===== src/rtl/reg_readback_ser.sv =====
// Serial read-back engine: snapshots one word of a flattened register bank by address
// and shifts it out MSB-first on sdo, qualified by the sfrm frame strobe.
module reg_readback_ser #(
  parameter int unsigned W  = 16,
  parameter int unsigned N  = 8,
  parameter int unsigned AW = 3
) (
  input  logic            clk,
  input  logic            clrn,
  input  logic            ena,
  input  logic            start,
  input  logic [AW-1:0]   addr,
  input  logic [N*W-1:0]  bank,
  output logic            sdo,
  output logic            sfrm,
  output logic            busy,
  output logic            done,
  output logic            err
);

  localparam int unsigned CW = (W > 1) ? $clog2(W) : 1;

  typedef enum logic [1:0] {StIdle, StLoad, StShift, StDone} state_e;

  state_e          state_q, state_d;
  logic [W-1:0]    shreg_q, shreg_d;
  logic [CW-1:0]   cnt_q, cnt_d;
  logic [AW-1:0]   addr_q, addr_d;
  logic            err_q, err_d;
  logic [W-1:0]    word_sel;
  logic            addr_ok;

  assign addr_ok = (32'(addr) < N);

  // Index with the latched address so addr may move once a request is accepted.
  always_comb begin
    word_sel = '0;
    for (int unsigned i = 0; i < N; i++) begin
      if (32'(addr_q) == i) word_sel = bank[i*W +: W];
    end
  end

  always_comb begin
    state_d = state_q;
    shreg_d = shreg_q;
    cnt_d   = cnt_q;
    addr_d  = addr_q;
    err_d   = 1'b0;
    unique case (state_q)
      StIdle: begin
        if (start) begin
          if (addr_ok) begin
            addr_d  = addr;
            state_d = StLoad;
          end else begin
            err_d = 1'b1;
          end
        end
      end
      StLoad: begin
        shreg_d = word_sel;
        cnt_d   = CW'(W - 1);
        state_d = StShift;
      end
      StShift: begin
        shreg_d = {shreg_q[W-2:0], 1'b0};
        if (cnt_q == '0) begin
          state_d = StDone;
        end else begin
          cnt_d = cnt_q - 1'b1;
        end
      end
      StDone: begin
        state_d = StIdle;
      end
      default: begin
        state_d = StIdle;
      end
    endcase
  end

  always_ff @(posedge clk or negedge clrn) begin
    if (!clrn) begin
      state_q <= StIdle;
      shreg_q <= '0;
      cnt_q   <= '0;
      addr_q  <= '0;
      err_q   <= 1'b0;
    end else if (ena) begin
      state_q <= state_d;
      shreg_q <= shreg_d;
      cnt_q   <= cnt_d;
      addr_q  <= addr_d;
      err_q   <= err_d;
    end
  end

  assign busy = (state_q != StIdle);
  assign sfrm = (state_q == StShift);
  assign sdo  = sfrm & shreg_q[W-1];
  assign done = (state_q == StDone);
  assign err  = err_q;

endmodule


===== config.mk =====
export PLATFORM = sky130hd
export DESIGN_NAME = reg_readback_ser
export DESIGN_NICKNAME = d
export VERILOG_FILES = /design/src/rtl/reg_readback_ser.sv
export SDC_FILE = /design/constraint.sdc
export NUM_CORES = 1
export LEC_CHECK = 0
export BUFFER_PORTS_ARGS = -buffer_cell sky130_fd_sc_hd__clkbuf_2
export CORE_MARGIN = 2
export CORE_UTILIZATION = 41
export DETAILED_ROUTE_END_ITERATION = 16
export GPL_TIMING_DRIVEN = 0
export PLACE_DENSITY_LB_ADDON = 0.25
export SYNTH_ARGS = -nofsm -noshare
export SYNTH_HDL_FRONTEND = slang
export SYNTH_SLANG_ARGS = --single-unit
export TNS_END_PERCENT = 20

===== constraint.sdc =====
create_clock -name clk -period 1.9 [get_ports clk]
set_clock_uncertainty 0.2 [all_clocks]
set_input_delay 0.285 -clock clk [delete_from_list [all_inputs] [get_ports clk]]
set_output_delay 0.285 -clock clk [all_outputs]
set_load 0.01 [all_outputs]

# [After elaboration in Yosys (flattened, before gate mapping)]
# Cells that the tools add are included.
[classes] n_eq_ne=13 bitwise_logic=1 div=0 n_lt_le_gt_ge=0 muxes=14 n_reduce_logical=9 n_mul=0 addsub=1 shifts=0
[ops] cell="$mux 16" n=8
[ops] cell="$pmux 16 s2" n=1
[ops] cell="$eq 3x3->1 const B" n=4
[ops] cell="$reduce_and 3->1" n=3
[ops] cell="$pmux 2 s4" n=1
[ops] cell="$pmux 4 s2" n=1
[ops] cell="$eq 3x2->1 const B" n=2
[ops] cell="$eq 2x2->1 const B" n=2
[ops] cell="$logic_not 4->1" n=1
[ops] cell="$mux 2" n=2
[ops] cell="$mux 4" n=1
[ops] cell="$ne 2x2->1 const B" n=2
[ops] cell="$reduce_bool 2->1" n=2
[ops] cell="$sub 4x1->4 const B" n=1
[ops] cell="$eq 3x1->1 const B" n=1
[ops] cell="$logic_not 3->1" n=1
[ops] cell="$eq 2x1->1 const B" n=1
[ops] cell="$logic_not 2->1" n=1
[ops] cell="$ne 2x1->1 const B" n=1
[ops] cell="$reduce_and 2->1" n=1
[ops] cell="$and 1x1->1" n=1
[word_totals] output_inout_bits=5 mem_bits_ro=0 inputBits=135 reg_bits=25 n_memories=0 latchBits=0 word_cells=42 ram_bits=0

# [Depth between registers and ports, before layout]
# Gate-level depths: netlist of run 1.
[logic_depth] word_depth=10 ltp_mapped=8 depth_no_buf=6

# [Least setup slack after synthesis of run 1]
# OpenSTA, ideal clock, no wires.
[synth_path] path_type="flip-flop to flip-flop" startpoint="reg state_q[0]" endpoint="reg shreg_q[10]" arrival_time_ps=1629 slack_ps=-55 path_stages_with_launch=9 setup_time_ps=126 period_less_slack_ps=1955 cell_sequence="dfrtp_1 inv_1 ha_1 and3b_1 buf_2 buf_2 o21ai_0 a21oi_1 a221o_1"
[synth_via] elab_chain_cells=3 elab_cells_between_ends=5
[synth_lines] element="start: declaration" line="25" source="state_e state_q, state_d;"
[synth_lines] element="start signal: assignment" line="84" source="state_q <= StIdle;"
[synth_lines] element="start signal: assignment" line="90" source="state_q <= state_d;"
[synth_lines] element="$eq 2x2->1 (*)"
[synth_lines] element="net sfrm" line="15" source="output logic sfrm,"
[synth_lines] element="$reduce_bool 2->1 (no source line)"
[synth_lines] element="$reduce_and 2->1 (no source line)"
[synth_lines] element="end signal: assignment" line="91" source="shreg_q <= shreg_d;"
[synth_lines] element="end: declaration" line="26" source="logic [W-1:0] shreg_q, shreg_d;"
# Mark *: on every way through the listed nets, which the timed path passes. The rest lies on a longest branch.
# A chain may end at the register's enable or synchronous reset.

# [Final worst setup path of run 1]
[layout_path] startpoint="reg addr_q[0]" endpoint="reg shreg_q[8]"
[layout_via] elab_chain_cells=10 elab_cells_between_ends=17
[layout_lines] element="start: declaration" line="28" source="logic [AW-1:0] addr_q, addr_d;"
[layout_lines] element="start signal: assignment" line="93" source="addr_q <= addr_d;"
[layout_lines] element="$logic_not 3->1" line="39" source="if (32'(addr_q) == i) word_sel = bank[i*W +: W];"
[layout_lines] element="$mux 16 (7 in a row)" line="39"
[layout_lines] element="$mux 16 (*)" line="39"
[layout_lines] element="$pmux 16 s2 (*)" line="49" source="unique case (state_q)"
# Every way passes the cells marked *; elsewhere a longest branch is shown, timed or not.

==> flow_summary.yaml, run 1 <==
flow_run:
  drv_cap: 0
critical_path:
  cp.required_ns: 1.87
  worstPathMaxFanout: 10
  worst_setup_path_end_kind: "flop"
  setup.worst_path.class: "reg2reg"
  startpoint_type: "flop"
  cp.arrival_ns: 1.88
timing:
  slew_headroom: 0.584
  holdWs_ns: 0.0429
  setup_violations: 6
  setup_ws_ns: -0.0178
  fmax_mhz: 521
  fin_crit_ns: 1.92
  worstMarginPinSlew_ns: 0.624
  rsz0062_at_grt: "true"
  timing.final.crit_share: 1.01
  hold_viol: 0
  report.final.slew_viol_count: 0
global_route:
  antenna_found_initial: 0
  grt-ovfl-total: 0
  grtUsageTotal: 0.246
  grt_max_degree: 26
  grt_pass1_wl_mm: 12.7
  first_global_vias: 2717
status:
  failed_checks: "setup timing"
  status: "complete, but fails checks"
layout:
  seq_area_um2: 626
  multi_input_area_mm2: 0.00178
  fin_nets: 577
  drive_gt1_frac: 0.505
  nFillCells: 529
  diodes: 0
  final_cell_area_mm2: 0.00353
  syn_to_final_growth_pct: 40.7
pwr:
  p_leak_nw: 1.70
  powerDensity_mw_per_mm2: 1440
  ir_drop_uv: 932
synthesis:
  syn_nets: 430
  synth_area_mm2: 0.00251
  synth_top_area_cell: "dfrtp_1"
  yosysMostFrequentCell: "dfrtp_1"
  ys_ff_latch: 25
  netlist.area_leader.share: 0.249
  synth_edf_count: 0
  yosys-top-cells-count: "dfrtp_1 (25), nand2_1 (24), o21ai_0 (22)"
  seq_area_frac_synth: 0.249
  yosys_warnings: 0
  synth_area_leaders: "dfrtp_1 (25%), mux2_4 (11%), a221o_1 (4.8%)"
  syn-mean-instance-area_um2: 8.66
  synth_cells: 290
  synth_cell_types: 43
  synthArstFlopShare: 1.00
  synth_ff_type: "dfrtp_1"
detailed_routing:
  num_vias: 2815
  drtIter0Drc: 156
  drc: 0
  wl_mm: 8.20
  drtPass1Iterations: 4
  wl_per_cell_um: 16.1
  via_per_inst: 5.51
  ant_nets: 0
floorplanning:
  coreArea_mm2: 0.00592
  ios: 140
  dieArea_mm2: 0.00677
  die_w_um: 82.3
  initial_core_util: 0.424
  die_y_um: 82.3
  fp-row-count: 28
clock_tree:
  cts_root_buffer: "clkbuf_8"
  cts.sinks: 25
  clk_path_buf_depth: 2
  clk_pin_slew_ns: 0.09
  cts_tree: "built"
  cts_buffers: 3
  clock_latency_ns: 0.27
  cts_max_level: 1
placement:
  hpwl_mm: 6.82
  routabilityCongestion: 0.878
  placed_area_mm2: 0.00332
  io_buffer_count: 137
hold_path:
  min_path_type: "in2reg"
==> sequential cells by signal (all words and copies together), names as in the netlist <==
| name | cells |
|---|---|
| state_q | 2 |
| addr_q | 3 |
| shreg_q | 16 |
| cnt_q | 4 |
==> cell type report <==
cell class	count	area share
sequential	25	0.177
clock inverter	1	0.00213
buffer	30	0.0645
multi-input combinational	227	0.503
tap	75	0.0266
inverter	7	0.00744
timing repair buffer	143	0.208
clock buffer	3	0.0117
==> metal layers <==
metal / vias up / global-route usage / share of wire / wire length (um)
li1: 1390 / - / - / -
met3: 10 / 0.0446 / 0.056 / 461
met1: 1309 / 0.322 / 0.43 / 3530
met5: - / 0 / 0 / 0
met4: 0 / 0.0767 / 0.013 / 108
met2: 106 / 0.411 / 0.50 / 4100
==> worst paths after layout <==
| kind | start | end | slack (ns) | depth (start not counted) |
|---|---|---|---|---|
| min reg2reg | shreg_q[5] | shreg_q[5] | 0.32 | 1 |
| max | addr_q[0] | shreg_q[8] | -0.02 | 7 |
| min | addr[0] | addr_q[0] | 0.04 | 2 |
| max in group asynchronous | clrn | shreg_q[15] | 0.74 | 2 |
| min in group asynchronous | clrn | shreg_q[8] | 0.35 | 2 |
| max reg2reg | addr_q[0] | shreg_q[8] | -0.02 | 7 |
==> critical path: stages, from the launching register on <==
cell	delay, ns
dfrtp_1	0.39
buf_6	0.14
buf_6	0.15
nand2b_4	0.16
buf_6	0.15
o221ai_1	0.17
o21ai_1	0.14
a221o_1	0.32
==> report_power, final <==
part           internal, W  switching [W]  total [W]
Sequential        0.000781       0.000148   0.000929
Combinational      0.00178        0.00205    0.00383
Clock             0.000149       0.000184   0.000332
==> what timing repair did <==
item | 4_1_cts | 5_1_grt
endpoints found under the hold margin | 25 | 0
gates resized for setup | 17 | 31
pin swaps | 0 | 4
hold buffers | 1 | 0
setup endpoints to repair | 18 | 18
setup buffers | 5 | 0
==> cells in the final DEF (no fill, tap or decap), drive strengths merged, types with 6 or more instances in the layout <==
cell type	n
a221o	12
a21oi	19
a211oi	12
dfrtp	25
clkbuf	153
inv	7
mux2i	6
buf	22
nand2	25
o221ai	12
nor2b	12
o21ai	34
nor2	20
o22ai	12
mux2	28
==> per-stage QoR <==
stage | TNS, ns | setup WS (ns) | utilization | cells | power, W
global placement | -0.758 | -0.145 | 0.560 | 502 | 0.00432
detailed placement | -1.46 | -0.195 | 0.560 | 502 | 0.00440
global route | -0.618 | -0.0657 | 0.597 | 511 | 0.00548
CTS | -0.0313 | -0.0145 | 0.581 | 511 | 0.00487
floorplan | 0 | 0.00368 | - | 290 | 0.00351
finish | -0.0508 | -0.0178 | 0.597 | 511 | 0.00509
==> kinds of logic after synthesis <==
logic type / count (synthesis) / share of synthesized area
and+or+nand+nor: 73 / 0.147
other: 1 / 0.00149
AOI/OAI and AO/OA: 112 / 0.299
buffers and inverters: 38 / 0.0832
DFF: 25 / 0.249
muxes: 36 / 0.194
adders and majority gates: 5 / 0.0249
(Power assumes the default switching activity.)
==> inputs of run 2 (changes only) <==
--- a/config.mk
+++ b/config.mk
@@ -5,12 +5,13 @@
 export SDC_FILE = /design/constraint.sdc
 export NUM_CORES = 1
 export LEC_CHECK = 0
-export BUFFER_PORTS_ARGS = -buffer_cell sky130_fd_sc_hd__clkbuf_2
+export BUFFER_PORTS_ARGS = -buffer_cell sky130_fd_sc_hd__buf_2
 export CORE_MARGIN = 2
 export CORE_UTILIZATION = 41
 export DETAILED_ROUTE_END_ITERATION = 16
 export GPL_TIMING_DRIVEN = 0
 export PLACE_DENSITY_LB_ADDON = 0.25
+export SLEW_MARGIN = 10
 export SYNTH_ARGS = -nofsm -noshare
 export SYNTH_HDL_FRONTEND = slang
 export SYNTH_SLANG_ARGS = --single-unit
==> run 2 against run 1 <==
Global-route usage down 0.45 points. The flow now finishes without violations. Non-clock buffer count unchanged. First-iteration DRC count down 6.4%. Utilization down 0.13 points. Wire length down 0.80%. Flip-flop and latch count unchanged. Sequential share of layout area about the same.
==> flow_summary.yaml, run 2 (synthesized netlist as in run 1, its figures left out) <==
status:
  status: "finished, final reports clean"
timing:
  fmax_mhz: 527
  fin_crit_ns: 1.90
  setup_violations: 0
  slew_headroom: 0.620
  timing.final.crit_share: 0.999
  rsz0062_at_grt: "true"
  setup_tns_ns: 0
  report.final.slew_viol_count: 0
  worstMarginPinSlew_ns: 0.570
  hold_viol: 0
global_route:
  antenna_found_initial: 0
  first_global_vias: 2702
  grt_pass1_wl_mm: 12.5
  grtUsageTotal: 0.242
  grt_max_degree: 26
  grt-ovfl-total: 0
critical_path:
  cp.arrival_ns: 1.87
  worstSetupStartpoint: "addr_q[0]"
  r2r_start: "addr_q[0]"
  worstPathMaxFanout: 10
  startpoint_type: "flop"
  r2r_end: "shreg_q[15]"
  worst_setup_path_end_kind: "flop"
  worstRegToRegCells: 6
  setup.worst_path.class: "reg2reg"
  cp.required_ns: 1.87
  r2r_slack_ns: 0.002
layout:
  syn_to_final_growth_pct: 40.4
  nFillCells: 548
  final_common_cell: "buf_2"
  largest_register: "shreg_q"
  fin_nets: 577
  diodes: 0
  seq_area_um2: 626
  largest_register_ff_count: 16
  layout.cells.non_filler: 511
  multi_input_area_mm2: 0.00177
  drive_gt1_frac: 0.505
  layout_common_cells: "buf_2 (146), dfrtp_1 (25), nand2_1 (24), nor2_1 (20), a21oi_1 (19)"
  reg_top3: "shreg_q (16), cnt_q (4), addr_q (3)"
detailed_routing:
  wl_per_cell_um: 15.9
  wl_mm: 8.14
  drc: 0
  num_vias: 2821
  drtPass1Iterations: 4
  drtIter0Drc: 146
  via_per_inst: 5.52
  ant_nets: 0
floorplanning:
  coreArea_mm2: 0.00592
  ios: 140
  dieArea_mm2: 0.00677
  initial_core_util: 0.424
  fp-row-count: 28
  die_y_um: 82.3
  die_w_um: 82.3
clock_tree:
  cts_tree: "built"
  clock_latency_ns: 0.28
  cts_root_buffer: "clkbuf_8"
  clk_path_buf_depth: 2
  cts_max_level: 1
  cts_buffers: 3
  cts.sinks: 25
  clk_pin_slew_ns: 0.09
flow_run:
  drv_cap: 0
placement:
  dpl.cell_count: 502
  hpwl_mm: 6.72
  io_buffer_count: 137
  routabilityCongestion: 0.876
hold_path:
  whs_path_depth: 2
  min_path_type: "in2reg"
  min_to: "addr_q[1]"
  min_from: "addr[1]"
pwr:
  power_w: 0.00508
  ir_drop_uv: 1020
  powerDensity_mw_per_mm2: 1440
  p_leak_nw: 1.66
[run 2: what timing repair did]
action	4_1_cts	5_1_grt
pin swaps	0	3
hold buffers	1	0
gates cloned	0	0
endpoints found under the setup margin	18	19
resized for setup	15	34
hold endpoints to repair	25	0
setup buffers	5	0
[run 2: worst max-delay path by stage]
stage,slack (ns),to
final,0.002,shreg_q[15]
after global routing,-0.05,sdo
after CTS,-0.007,shreg_q[7]
after detailed placement,-0.18,shreg_q[9]
after global placement,-0.15,shreg_q[9]
after floorplan,0.004,shreg_q[10]
[run 2: critical path, cell delays in order, from the launching register on]
cell      delay [ns]
dfrtp_1         0.38
buf_6           0.13
buf_8           0.15
mux2_4          0.30
o221ai_1        0.16
o21ai_1         0.14
a221o_1         0.33
[run 2: power breakdown]
group          leakage (nW)  internal (W)  switching [W]
Clock                0.0217      0.000149       0.000188
Combinational          1.34       0.00179        0.00204
Sequential            0.300      0.000781       0.000142
Total                  1.66       0.00272        0.00237
[run 2: per-layer routing]
layer,track usage,share of wire
met5,0,0
met2,0.410,0.50
met1,0.319,0.43
met3,0.0370,0.058
met4,0.0650,0.013
[run 2: stage by stage]
stage          cell area [um^2]  setup WS (ns)   util  hold WS, ns
6_report                   3520        0.00159  0.595       0.0340
3_5_place_dp               3320         -0.183  0.560        0.114
3_3_place_gp               3320         -0.146  0.560        0.112
2_1_floorplan              2540        0.00368      -       -0.211
4_1_cts                    3440       -0.00660  0.581       0.0382
5_1_grt                    3520        -0.0461  0.595       0.0320
[run 2: cell type report]
class                   count  share of cell area
plain buffers              30              0.0643
clock buffers               3              0.0117
clock inverters             1             0.00213
inverters                   7             0.00745
multi-input cells         227               0.501
flip-flops and latches     25               0.177
well taps                  75              0.0266
repair buffers            143               0.209
==> inputs of run 3 (changes only) <==
==> constraint.sdc (replaced) <==
create_clock -name clk -period 1.6 [get_ports clk]
set_clock_uncertainty 0.2 [all_clocks]
set_input_delay 0.16 -clock clk [delete_from_list [all_inputs] [get_ports clk]]
set_output_delay 0.16 -clock clk [all_outputs]
set_load 0.01 [all_outputs]
==> run 3 against run 2 <==
The flow now finishes with violations (hold timing, setup timing). Total power rose by 24%. Critical path depth rose by 2. Sequential share of layout area fell by 0.75 points. Via count rose by 2.4%. Fmax fell by 0.72%. Combinational power up 26%. Utilization up 2.6 points. Highest routed layer unchanged. Critical endpoint is now shreg_q[13]. Largest cell class unchanged. Cell area increased by 4.4%.
==> flow_summary.yaml, run 3 (synthesized netlist as in run 1, its figures left out) <==
timing:
  setup_ws_ns: -0.312
  slew_headroom: 0.624
  worstMarginPinSlew_ns: 0.564
  report.final.slew_viol_count: 0
  setup_violations: 24
  fmax_mhz: 523
  holdWs_ns: -0.0306
  rsz0062_at_grt: "true"
  hold_viol: 1
  timing.final.crit_share: 1.20
  fin_crit_ns: 1.91
layout:
  multi_input_area_mm2: 0.00181
  layout_common_cells: "buf_2 (146), dfrtp_1 (25), nand2_1 (24), nor2_1 (20), o21ai_1 (20)"
  fin_nets: 588
  largest_register: "shreg_q"
  layout.cells.non_filler: 522
  diodes: 0
  nFillCells: 515
  reg_top3: "shreg_q (16), cnt_q (4), addr_q (3)"
  drive_gt1_frac: 0.517
  final_util: 0.622
  final_common_cell: "buf_2"
  seq_area_um2: 626
  syn_to_final_growth_pct: 46.6
  largest_register_ff_count: 16
global_route:
  first_global_vias: 2657
  grt_pass1_wl_mm: 12.8
  grt_max_degree: 26
  grt-ovfl-total: 0
  antenna_found_initial: 0
  grtUsageTotal: 0.246
floorplanning:
  initial_core_util: 0.424
  ios: 140
  fp-row-count: 28
  dieArea_mm2: 0.00677
  coreArea_mm2: 0.00592
  die_y_um: 82.3
  die_w_um: 82.3
detailed_routing:
  via_per_inst: 5.53
  ant_nets: 0
  route.met2.wl_mm: 4.12
  wl_met3_um: 481
  wl_met1_mm: 3.58
  drtPass1Iterations: 5
  drtIter0Drc: 247
  wl_per_cell_um: 16.0
  num_vias: 2889
  top_layer: "met4"
  wl_mm: 8.34
  drc: 0
clock_tree:
  clock_latency_ns: 0.27
  cts_root_buffer: "clkbuf_8"
  cts.sinks: 25
  clk_path_buf_depth: 2
  clk_pin_slew_ns: 0.09
  cts_max_level: 1
  cts_buffers: 3
  cts_tree: "built"
pwr:
  p_int_w: 0.00340
  switchingPower_w: 0.00292
  sw_frac_of_total: 0.462
  powerDensity_mw_per_mm2: 1720
  power_w: 0.00632
  p_leak_nw: 1.73
  combPwrFrac: 0.763
  ir_drop_uv: 963
  p_seq_frac: 0.175
  power_frac_clock: 0.062
critical_path:
  slowest_delay_ns: 0.40
  startpoint_type: "flop"
  worstPathMaxFanout: 8
  cpMaxStageDelayCell: "dfrtp_1"
  setup.worst_path.class: "reg2reg"
  cp.required_ns: 1.57
  cp.arrival_ns: 1.88
  worst_setup_path_end_kind: "flop"
  crit_chain: "inv_2, ha_4, and3b_1, buf_6, buf_8, o21ai_4, a21oi_2, a221o_1"
flow_run:
  drv_cap: 0
placement:
  dpl.cell_count: 502
  io_buffer_count: 137
  routabilityCongestion: 0.868
  hpwl_mm: 6.71
hold_path:
  min_path_type: "in2reg"
status:
  failed_checks: "hold timing, setup timing"
  status: "complete, but fails checks"
-- run 3: cell types whose count changed in the layout (fill, tap and decap cells not counted), sizes merged --
cell	before	now
dlygate4sd3	1	6
buf	161	168
clkbuf	14	13
-- run 3: what timing repair did --
item	4_1_cts	5_1_grt
pin swaps	7	7
endpoints found under the setup margin	23	25
cloned	1	0
buffers inserted	7	2
gates resized for setup	31	22
hold endpoints to repair	29	0
hold buffers	6	0
-- run 3: metal layers --
layer,global-route usage,vias to the layer above
met2,0.416,106
met4,0.0717,0
met5,0,-
met3,0.0348,14
met1,0.326,1357
li1,-,1412
-- run 3: cell type report --
class | instances | area share
timing repair buffer | 153 | 0.224
buffer | 31 | 0.0683
clock inverter | 1 | 0.00204
multi-input combinational | 227 | 0.492
sequential | 25 | 0.170
clock buffer | 3 | 0.0112
inverter | 7 | 0.00714
tap | 75 | 0.0255
-- run 3: worst paths after layout --
check                           cells after the start  startpoint  slack, ns     endpoint
worst max-delay path                                8  state_q[0]      -0.31  shreg_q[13]
worst min-delay path                                3   bank[115]      -0.03   shreg_q[3]
worst max register to register                      8  state_q[0]      -0.31  shreg_q[13]
worst min register to register                      2  shreg_q[2]       0.32   shreg_q[2]
max in group asynchronous                           2        clrn       0.62   state_q[1]
min in group asynchronous                           2        clrn       0.21   shreg_q[6]
-- run 3: worst max-delay path: cells and delay by family (launching register included) --
family | cells | cell delay [ns]
DFF | 1 | 0.40
buffers and inverters | 3 | 0.38
adders and majority gates | 1 | 0.21
AOI/OAI and AO/OA | 3 | 0.43
and+or+nand+nor | 1 | 0.17
-- run 3: power groups by stage --
stage                     Sequential, W  Clock (W)  Combinational (W)
after floorplan                 0.00108          0            0.00314
after global placement          0.00111          0            0.00404
after detailed placement        0.00112          0            0.00414
after CTS                       0.00110   0.000397            0.00459
after global routing            0.00113   0.000424            0.00524
final                           0.00111   0.000392            0.00482
-- run 3: stage by stage --
stage	setup slack, ns	TNS, ns	area (um^2)
4_1_cts	-0.303	-4.80	3600
3_5_place_dp	-0.398	-6.09	3330
6_report	-0.312	-4.94	3680
5_1_grt	-0.370	-6.50	3680
3_3_place_gp	-0.337	-5.57	3330
2_1_floorplan	-0.216	-2.70	2550
